<file path="config.mk">
export PLATFORM = sky130hd
export DESIGN_NAME = gray_decoder_serial_flat
export DESIGN_NICKNAME = d
export VERILOG_FILES = /design/src/rtl/gray_pkg.sv /design/src/rtl/gray_decoder_serial_if.sv /design/src/rtl/gray_step_checker.sv /design/src/rtl/gray_decoder_serial.sv /design/src/flat_wrapper.sv
export SDC_FILE = /design/constraint.sdc
export NUM_CORES = 1
export LEC_CHECK = 0
export CAP_MARGIN = 20
export CELL_PAD_IN_SITES_DETAIL_PLACEMENT = 0
export CELL_PAD_IN_SITES_GLOBAL_PLACEMENT = 1
export CORE_MARGIN = 2
export CORE_UTILIZATION = 32
export DETAILED_ROUTE_END_ITERATION = 10
export HOLD_SLACK_MARGIN = 0.06
export PLACE_DENSITY_LB_ADDON = 0.1
export SYNTH_ARGS = -nofsm -noshare
export SYNTH_HDL_FRONTEND = slang
export SYNTH_SLANG_ARGS = --single-unit
</file>
<file path="constraint.sdc">
create_clock -name clk -period 3 [get_ports clk]
set_clock_uncertainty 0.15 [all_clocks]
set_input_delay 0.3 -clock clk [delete_from_list [all_inputs] [get_ports clk]]
set_output_delay 0.3 -clock clk [all_outputs]
set_load 0.02 [all_outputs]
</file>
<file path="src/rtl/gray_pkg.sv">
// Shared types and defaults for the serial Gray-to-binary decoder.
package gray_pkg;

    localparam int unsigned GRAY_DEFAULT_WIDTH = 4;

    typedef enum logic [1:0] {
        IDLE  = 2'b00,
        SHIFT = 2'b01,
        DONE  = 2'b10
    } gray_state_e;

endpackage

</file>
<file path="src/rtl/gray_decoder_serial_if.sv">
// Handshake bundle between a Gray source, the serial decoder and a binary consumer.
interface gray_decoder_serial_if
    import gray_pkg::*;
#(
    parameter int unsigned WIDTH = GRAY_DEFAULT_WIDTH
);

    logic             in_valid;
    logic             in_ready;
    logic [WIDTH-1:0] gray_in;
    logic             out_valid;
    logic             out_ready;
    logic [WIDTH-1:0] bin_out;
    logic             step_err;
    logic             busy;

    modport master (
        output in_valid,
        output gray_in,
        output out_ready,
        input  in_ready,
        input  out_valid,
        input  bin_out,
        input  step_err,
        input  busy
    );

    modport slave (
        input  in_valid,
        input  gray_in,
        input  out_ready,
        output in_ready,
        output out_valid,
        output bin_out,
        output step_err,
        output busy
    );

endinterface

</file>
<file path="src/rtl/gray_step_checker.sv">
// Flags a Gray word whose Hamming distance to the previous word is not exactly one.
module gray_step_checker #(
    parameter int unsigned WIDTH = 4
) (
    input  logic [WIDTH-1:0] cur,
    input  logic [WIDTH-1:0] prev,
    input  logic             prev_valid,
    output logic             err
);

    localparam int unsigned CntW = $clog2(WIDTH + 1);

    logic [WIDTH-1:0] w_diff;
    logic [CntW-1:0]  w_ones;

    assign w_diff = cur ^ prev;

    always_comb begin
        w_ones = '0;
        for (int i = 0; i < WIDTH; i++) begin
            w_ones = w_ones + CntW'(w_diff[i]);
        end
    end

    // A repeated word (distance 0) counts as a violation too.
    assign err = prev_valid && (w_ones != CntW'(1));

endmodule

</file>
<file path="src/rtl/gray_decoder_serial.sv">
// Bit-serial Gray-to-binary decoder, MSB first, one bit per clock, valid/ready on both sides.
// Optional step check (Hamming distance to previous word) enabled by GRAY_STEP_CHECK_EN.
module gray_decoder_serial
    import gray_pkg::*;
#(
    parameter int unsigned WIDTH = GRAY_DEFAULT_WIDTH
) (
    input logic                clk,
    input logic                rst_n,
    gray_decoder_serial_if.slave bus
);

    localparam int unsigned     IdxW   = $clog2(WIDTH);
    localparam logic [IdxW-1:0] IdxTop = IdxW'(WIDTH - 1);

    gray_state_e      r_state;
    gray_state_e      w_state_next;
    logic [WIDTH-1:0] r_g_reg;
    logic [WIDTH-1:0] r_acc;
    logic [IdxW-1:0]  r_idx;
    logic             r_carry;
    logic             w_accept;
    logic             w_bit;

    assign w_accept = bus.in_valid && (r_state == IDLE);
    assign w_bit    = r_carry ^ r_g_reg[r_idx];

    always_ff @(posedge clk) begin
        if (!rst_n) begin
            r_state <= IDLE;
        end else begin
            r_state <= w_state_next;
        end
    end

    always_comb begin
        w_state_next  = r_state;
        bus.in_ready  = 1'b0;
        bus.out_valid = 1'b0;
        bus.busy      = 1'b0;
        unique case (r_state)
            IDLE: begin
                bus.in_ready = 1'b1;
                if (w_accept) begin
                    w_state_next = SHIFT;
                end
            end
            SHIFT: begin
                bus.busy = 1'b1;
                if (r_idx == '0) begin
                    w_state_next = DONE;
                end
            end
            DONE: begin
                bus.busy      = 1'b1;
                bus.out_valid = 1'b1;
                if (bus.out_ready) begin
                    w_state_next = IDLE;
                end
            end
            default: begin
                w_state_next = IDLE;
            end
        endcase
    end

    always_ff @(posedge clk) begin
        if (!rst_n) begin
            r_g_reg <= '0;
            r_acc   <= '0;
            r_idx   <= '0;
            r_carry <= 1'b0;
        end else if (w_accept) begin
            r_g_reg <= bus.gray_in;
            r_acc   <= '0;
            r_idx   <= IdxTop;
            r_carry <= 1'b0;
        end else if (r_state == SHIFT) begin
            r_acc[r_idx] <= w_bit;
            r_carry      <= w_bit;
            // Index parks at zero; the DONE transition takes over there.
            if (r_idx != '0) begin
                r_idx <= r_idx - IdxW'(1);
            end
        end
    end

    assign bus.bin_out = r_acc;

`ifdef GRAY_STEP_CHECK_EN
    logic [WIDTH-1:0] r_prev_gray;
    logic             r_prev_valid;
    logic             r_step_err;
    logic             w_step_err;

    gray_step_checker #(
        .WIDTH(WIDTH)
    ) u_step_checker (
        .cur       (bus.gray_in),
        .prev      (r_prev_gray),
        .prev_valid(r_prev_valid),
        .err       (w_step_err)
    );

    always_ff @(posedge clk) begin
        if (!rst_n) begin
            r_prev_gray  <= '0;
            r_prev_valid <= 1'b0;
            r_step_err   <= 1'b0;
        end else if (w_accept) begin
            r_prev_gray  <= bus.gray_in;
            r_prev_valid <= 1'b1;
            r_step_err   <= w_step_err;
        end
    end

    assign bus.step_err = r_step_err;
`else
    assign bus.step_err = 1'b0;
`endif

endmodule

</file>
<file path="src/flat_wrapper.sv">
// flat-port wrapper written by rule: the top's interface ports become plain ports
module gray_decoder_serial_flat import gray_pkg::*;
#(
    parameter int unsigned WIDTH = GRAY_DEFAULT_WIDTH
)
  (clk, rst_n, bus_in_valid, bus_gray_in, bus_out_ready, bus_in_ready, bus_out_valid, bus_bin_out, bus_step_err, bus_busy);
  gray_decoder_serial_if #(.WIDTH(WIDTH)) bus_i ();
  input logic clk;
  input logic rst_n;
  input wire logic [$bits(bus_i.in_valid)-1:0] bus_in_valid;
  input wire logic [$bits(bus_i.gray_in)-1:0] bus_gray_in;
  input wire logic [$bits(bus_i.out_ready)-1:0] bus_out_ready;
  output wire logic [$bits(bus_i.in_ready)-1:0] bus_in_ready;
  output wire logic [$bits(bus_i.out_valid)-1:0] bus_out_valid;
  output wire logic [$bits(bus_i.bin_out)-1:0] bus_bin_out;
  output wire logic [$bits(bus_i.step_err)-1:0] bus_step_err;
  output wire logic [$bits(bus_i.busy)-1:0] bus_busy;
  assign bus_i.in_valid = bus_in_valid;
  assign bus_i.gray_in = bus_gray_in;
  assign bus_i.out_ready = bus_out_ready;
  assign bus_in_ready = bus_i.in_ready;
  assign bus_out_valid = bus_i.out_valid;
  assign bus_bin_out = bus_i.bin_out;
  assign bus_step_err = bus_i.step_err;
  assign bus_busy = bus_i.busy;
  gray_decoder_serial #(.WIDTH(WIDTH)) u_core (.clk(clk), .rst_n(rst_n), .bus(bus_i));
endmodule
</file>
# Word level (Yosys, flattened, before mapping)
# Cells that the tools add are included.
dict set report totals {
  mem_count 0
  ram_bits 0
  elab_cells 41
  mem_bits_ro 0
  inputBits 8
  ff_bits 13
  output_inout_bits 8
  latch_bits 0
}
dict set report classes {
  div 0
  bitwise_logic 2
  magnitude_cmp 2
  multipliers 0
  n_mux 15
  addsub 1
  shift 0
  n_eq_ne 5
  n_reduce_logical 11
}
# operator count
set op_table {}
lappend op_table {{$mux 2} 6}
lappend op_table {{$pmux 2 s3} 1}
lappend op_table {{$reduce_bool 2->1} 3}
lappend op_table {{$mux 1} 5}
lappend op_table {{$bwmux 4} 1}
lappend op_table {{$logic_not 2->1} 2}
lappend op_table {{$ne 2x1->1 const B} 2}
lappend op_table {{$reduce_or 2->1} 2}
lappend op_table {{$lt 2x3->1 const B} 1}
lappend op_table {{$reduce_and 3->1} 1}
lappend op_table {{$bmux 1 s2} 1}
lappend op_table {{$demux 1 s2} 1}
lappend op_table {{$eq 2x1->1 const B} 1}
lappend op_table {{$eq 2x2->1 const B} 1}
lappend op_table {{$ge 2x1->1 const B} 1}
lappend op_table {{$logic_and 1x1->1} 2}
lappend op_table {{$ne 2x2->1 const B} 1}
lappend op_table {{$reduce_and 2->1} 1}
lappend op_table {{$sub 2x1->2 const B} 1}
lappend op_table {{$not 1->1} 1}
lappend op_table {{$xor 1x1->1} 1}

# Logic depth before layout (Yosys ltp)
# Gate-level depths: netlist of the first run.
dict set report logic_depth {
  depth_word 5
  ltp_mapped 5
  ltp_nobuf 5
}

# Least setup slack after synthesis of the first run
# No wires, ideal clock.
dict set report synth_path {
  path_kind {register to register}
  from {register u_core.r_idx[0]}
  to {register u_core.r_idx[1]}
  t_arrival_ns 1.425
  setup_slack_ns 1.356
  stages_incl_launch_ff 6
  n_path_buf 0
  required_time_ns 2.780
  setup_time_ns 0.070
  path_cell_list {dfxtp_1 inv_1 ha_1 nor2b_1 mux2_2 a21oi_1}
}
dict set report synth_between {
  elab_chain_cells 4
}
# element line_no
set synth_rtl {}
lappend synth_rtl {{start, declared} gray_decoder_serial.sv:20} ;# logic [IdxW-1:0] r_idx;
lappend synth_rtl {{start signal, assigned} gray_decoder_serial.sv:76} ;# r_idx <= IdxTop;
lappend synth_rtl {{start signal, assigned} gray_decoder_serial.sv:83} ;# r_idx <= r_idx - IdxW'(1);
lappend synth_rtl {{$sub 2x1->2} gray_decoder_serial.sv:83}
lappend synth_rtl {{$mux 2} gray_decoder_serial.sv:82} ;# if (r_idx != '0) begin
lappend synth_rtl {{$mux 2} gray_decoder_serial.sv:78} ;# end else if (r_state == SHIFT) begin
lappend synth_rtl {{$mux 2} gray_decoder_serial.sv:73} ;# end else if (w_accept) begin
# Several ways; a longest one is shown, not always the timed one. The select of a mux whose other input is x is not followed.
# A chain may end at the register's enable or synchronous reset.

# Worst setup path in the final report of the first run
dict set report layout_path {
  from {register u_core.r_state[1]}
  to {output bus_in_ready}
}
dict set report layout_between {
  elab_chain_cells 2
}
# element line_no
set layout_rtl {}
lappend layout_rtl {{start, declared} gray_decoder_serial.sv:16} ;# gray_state_e r_state;
lappend layout_rtl {{start signal, assigned} gray_decoder_serial.sv:32} ;# r_state <= w_state_next;
lappend layout_rtl {{$logic_not 2->1} gray_decoder_serial.sv:41} ;# unique case (r_state)
lappend layout_rtl {{$mux 1} gray_decoder_serial.sv:41}
lappend layout_rtl {{end, declared} flat_wrapper.sv:13} ;# output wire logic [$bits(bus_i.in_ready)-1:0] bus_in_ready;
# No other way between the ends.

==> results.cfg, run 1 <==
[run_status]
status = complete, no violations

[cells_and_area]
diodes = 0
drive_gt1_share_pct = 7.95
fin_nets = 105
area_growth_pct = 28.0
nFillCells = 205

[synth]
yosysTopAreaCellShare_pct = 38.6
ys_async_sr_fraction_pct = 0
synth_cells = 72
syn_area_um2 = 674
synth_xor_area_share_pct = 3.71
yosysSeqAreaShare_pct = 38.6
synthAdderAreaFrac_pct = 14.8
synth_top_family_by_area = compound AO/OA/AOI/OAI gates
synth-compound-area-share_pct = 18.4
synthMuxAreaShare_pct = 5.01
synth_top_cell_by_area = dfxtp_1
synth-main-ff-cell = dfxtp_1
synth.area.top_cells = dfxtp_1 (39%), ha_1 (15%), a21oi_1 (9.6%)
synthTopCellsByCount = a21oi_1 (13), dfxtp_1 (13), ha_1 (8)
synth_fp_nets = 88
syn_area_per_cell_um2 = 9.37
synthSimpleGateAreaFrac_pct = 13.9
synth-edff-count = 0
ys_ff_latch = 13
synthDistinctLibCells = 20
yosysWarnings = 0

[worst_hold_path]
hold_path.class = flop to flop

[sta]
period_minus_slack_ns = 2.13
maxSlewViolCount = 0
setup_tns_ns = 0
hold_viol_final = 0
clock.fmax_ghz = 0.469
timing.final.crit_share_pct = 71.1
rsz0062_at_grt = no
setup_violations = 0

[power]
switchingPower_w = 0.000208
p_total_w = 0.000567
p_leak_nw = 0.321
p_clk_share_pct = 18.8
sequentialPowerShare_pct = 38.9
vdd_drop_max_uv = 350
sw_frac_of_total_pct = 36.7
combPwrFrac_pct = 42.3
power.density_nw_per_um2 = 657
p_int_w = 0.000359

[global_routing]
grt_pass1_vias = 477
overflow = 0
grt_max_degree = 13
grt_pass1_wl_mm = 2.09
antenna_found_initial = 0
grt.total_usage_pct = 11.5

[setup_path]
critPathLaunchType = flop
setup.worst_path.class = flop to output port
worstPathRequired_ns = 2.55
cp_slowest_stage_delay_ns = 0.66
path_cells = inv_1, ha_1, clkdlybuf4s50_1
cp.arrival_ns = 1.68
cp_slowest_cell = clkdlybuf4s50_1
critPathMaxFanout = 8
crit_path_end_kind = output port

[cts]
ctsHoldBuffers = 0
numClockSinks = 13
cts_buffers = 3
clk_pin_slew_worst_paths_ns = 0.08
cts_resized = 0
root_buffer = clkbuf_4
htree_levels = 1
clock_path_buffers = 2
clk_latency_ns = 0.27
cts_tree = yes
cts_setup_buffers = 0

[route]
vias = 525
routed_wl_mm = 1.23
wire_per_inst_um = 10.7
first_pass_iters = 3
drt_iter0_drc = 3
drcViolationCount = 0
viasPerCell = 4.57
antenna_left = 0

[floorplan]
rows = 16
ios = 16
die-area_um2 = 2490
die_h_um = 49.9
core_um2 = 1980
start_util_pct = 34.0
die_w_um = 49.9

[place]
post-dp-hpwl_um = 950
io_buffers = 14
place.gp.congestion = 0.675

[job]
maxCapViolCount = 0
==> power by group through the flow <==
stage	Combinational [W]	Sequential [W]	Clock [W]
finish	0.000240	0.000221	0.000106
floorplan	0.000168	0.000225	0
global route	0.000268	0.000225	0.000126
CTS	0.000242	0.000221	0.000114
detailed placement	0.000241	0.000225	0
global placement	0.000245	0.000225	0
==> metrics by stage <==
stage	instance area (um2)	hold slack, ns	cells	setup slack [ns]	utilization (%)
6_report	863	0.309	115	0.866	43.6
5_1_grt	863	0.330	115	0.738	43.6
4_1_cts	863	0.310	115	0.850	43.6
3_5_place_dp	837	0.298	111	1.09	42.2
3_3_place_gp	837	0.298	111	1.14	42.2
2_1_floorplan	674	0.283	72	1.36	-
==> worst max-delay path, delay by kind of cell (launching register included) <==
kind,cells,cell delay [ns]
flip-flops,1,0.34
adder cells (fa/ha/maj),1,0.31
buffers and inverters,2,0.76
==> area by class of cell <==
cell class                      count  area [um2]  area share (%)
Clock buffer                        4        26.3            3.04
Tap cell                           27        33.8            3.91
Timing Repair Buffer               14         140            16.2
Multi-Input combinational cell     51         380            44.1
Sequential cell                    13         260            30.1
Inverter                            6        22.5            2.61
==> layer usage <==
| metal | vias to the layer above | share of wire [%] | global-route usage [%] |
|---|---|---|---|
| met3 | 2 | 4.6 | 4.55 |
| li1 | 287 | - | - |
| met4 | 0 | 1.5 | 6.94 |
| met1 | 224 | 51 | 14.3 |
| met2 | 12 | 43 | 16.7 |
| met5 | - | 0 | 0 |
==> cell families (layout without fill, tap and decap cells) <==
family          count (synthesis)  after routing
compound gates                 20             20
simple gates                   18             18
flops                          13             13
fa+ha+maj                       8              8
buf+inv                         8             24
xor+xnor                        2              2
mux                             2              2
other cells                     1              1
==> placed cells by master (no fill, tap or decap), drive strengths merged <==
master	synthesis	layout
nand2b	2	2
inv	6	6
dfxtp	13	13
ha	8	8
nor2b	3	3
clkdlybuf4s50	0	14
xnor2	2	2
a21oi	13	13
nand4	1	1
a311oi	4	4
o31ai	2	2
nand3	5	5
conb	1	1
mux2	1	1
clkbuf	1	4
nand2	6	6
a21o	1	1
mux4	1	1
nand4b	1	1
==> worst paths after layout <==
check	to	from	depth (start not counted)	slack, ns
worst min register to register	u_core.r_g_reg[3]$_SDFFE_PN0P_	u_core.r_g_reg[3]$_SDFFE_PN0P_	2	0.31
worst max register to register	u_core.r_idx[1]$_SDFFE_PN0P_	u_core.r_state[1]$_SDFFE_PN0P_	5	1.08
worst max-delay path	bus_in_ready	u_core.r_state[1]$_SDFFE_PN0P_	3	0.87
worst min-delay path	u_core.r_g_reg[3]$_SDFFE_PN0P_	u_core.r_g_reg[3]$_SDFFE_PN0P_	2	0.31
Note: power is estimated with default switching activity, not from simulation.
==> inputs of run 2 (changes only) <==
Clock period 3 ns to 2.2 ns, I/O delays scaled along.
==> results.cfg, run 2 (synthesized netlist as in run 1, its figures left out) <==
[cts]
htree_levels = 1
cts_resized = 0
clk_pin_slew_worst_paths_ns = 0.09
cts_buffers = 3
clock_path_buffers = 2
cts_tree = yes
cts_setup_buffers = 0
numClockSinks = 13
clk_latency_ns = 0.27
root_buffer = clkbuf_4
ctsHoldBuffers = 0

[power]
sw_frac_of_total_pct = 37.1
sequentialPowerShare_pct = 37.6
p_int_w = 0.000504
p_leak_nw = 0.331
power.density_nw_per_um2 = 912
vdd_drop_max_uv = 508
p_clk_share_pct = 18.9
switchingPower_w = 0.000297
combPwrFrac_pct = 43.5

[cells_and_area]
fin_nets = 107
final_common_cell = clkdlybuf4s50_1
layout_common_cells = clkdlybuf4s50_1 (14), a21oi_1 (13), dfxtp_1 (13), ha_1 (8)
area_growth_pct = 30.2
drive_gt1_share_pct = 10.0
nFillCells = 193
diodes = 0
fin_util_pct = 44.3

[global_routing]
grt.total_usage_pct = 12.5
grt_pass1_vias = 531
grt_pass1_wl_mm = 2.33
antenna_found_initial = 0
overflow = 0
grt_max_degree = 13

[floorplan]
core_um2 = 1980
die_w_um = 49.9
die_h_um = 49.9
start_util_pct = 34.0
die-area_um2 = 2490
rows = 16
ios = 16

[place]
io_buffers = 14
post-dp-hpwl_um = 999
place.gp.congestion = 0.791

[route]
drt_iter0_drc = 4
first_pass_iters = 4
viasPerCell = 4.81
vias = 563
antenna_left = 0
wire_per_inst_um = 11.2
routed_wl_mm = 1.32
drcViolationCount = 0

[run_status]
status = complete, no violations

[sta]
timing.final.crit_share_pct = 90.6
setup_violations = 0
rsz0062_at_grt = no
period_minus_slack_ns = 1.99
maxSlewViolCount = 0
hold_viol_final = 0
setup_tns_ns = 0
clock.fmax_ghz = 0.502

[setup_path]
cp.arrival_ns = 1.62
critPathLaunchType = flop
cp_slowest_stage_delay_ns = 0.60
critPathBufInv = 2
path_cells = inv_1, ha_1, clkdlybuf4s50_1
worstPathRequired_ns = 1.83
cp_slowest_cell = clkdlybuf4s50_1
critPathMaxFanout = 3
crit_family = buffers and inverters
crit_path_end_kind = output port
setup.worst_path.class = flop to output port

[job]
maxCapViolCount = 0

[worst_hold_path]
hold_path.class = flop to flop
[run 2: final cells by class]
cell class              count  area (um2)  area share (%)
repair buffers             16         155            17.7
multi-input cells          51         380            43.3
well taps                  27        33.8            3.85
inverters                   6        22.5            2.56
clock buffers               4        26.3            2.99
flip-flops and latches     13         260            29.6
[run 2: power groups by stage]
stage	sequential (W)	clock [W]	combinational (W)
floorplan	0.000306	0	0.000229
global placement	0.000307	0	0.000350
detailed placement	0.000307	0	0.000350
CTS	0.000302	0.000161	0.000354
global route	0.000307	0.000170	0.000392
finish	0.000301	0.000151	0.000349
[run 2: per-layer routing]
layer | track usage (%) | share of wire (%) | vias up
li1 | - | - | 289
met2 | 19.3 | 46 | 16
met1 | 15.4 | 46 | 254
met3 | 2.73 | 5.3 | 4
met4 | 8.33 | 2.3 | 0
met5 | 0 | 0 | -
[run 2: worst min-delay path, cell delays in order, from the launching register on]
cell and delay, ns:
dfxtp_1 0.31, nand2_1 0.05, a21oi_1 0.05
[run 2: worst paths after layout]
check        slack, ns  cells after the start                             end                            from
max reg2reg       0.47                      5    u_core.r_idx[1]$_SDFFE_PN0P_  u_core.r_state[1]$_SDFFE_PN0P_
min reg2reg       0.31                      2  u_core.r_g_reg[0]$_SDFFE_PN0P_  u_core.r_g_reg[0]$_SDFFE_PN0P_
min               0.31                      2  u_core.r_g_reg[0]$_SDFFE_PN0P_  u_core.r_g_reg[0]$_SDFFE_PN0P_
max               0.21                      3                        bus_busy  u_core.r_state[0]$_SDFFE_PN0P_
[run 2: per-stage QoR]
| step | area (um2) | cells | worst slack, ns | power (W) | hold WS (ns) |
|---|---|---|---|---|---|
| 2_1_floorplan | 674 | 72 | 0.556 | 0.000535 | 0.217 |
| 3_3_place_gp | 852 | 113 | 0.503 | 0.000657 | 0.295 |
| 3_5_place_dp | 852 | 113 | 0.491 | 0.000657 | 0.297 |
| 4_1_cts | 878 | 117 | 0.183 | 0.000817 | 0.310 |
| 5_1_grt | 878 | 117 | 0.126 | 0.000869 | 0.328 |
| 6_report | 878 | 117 | 0.207 | 0.000801 | 0.305 |
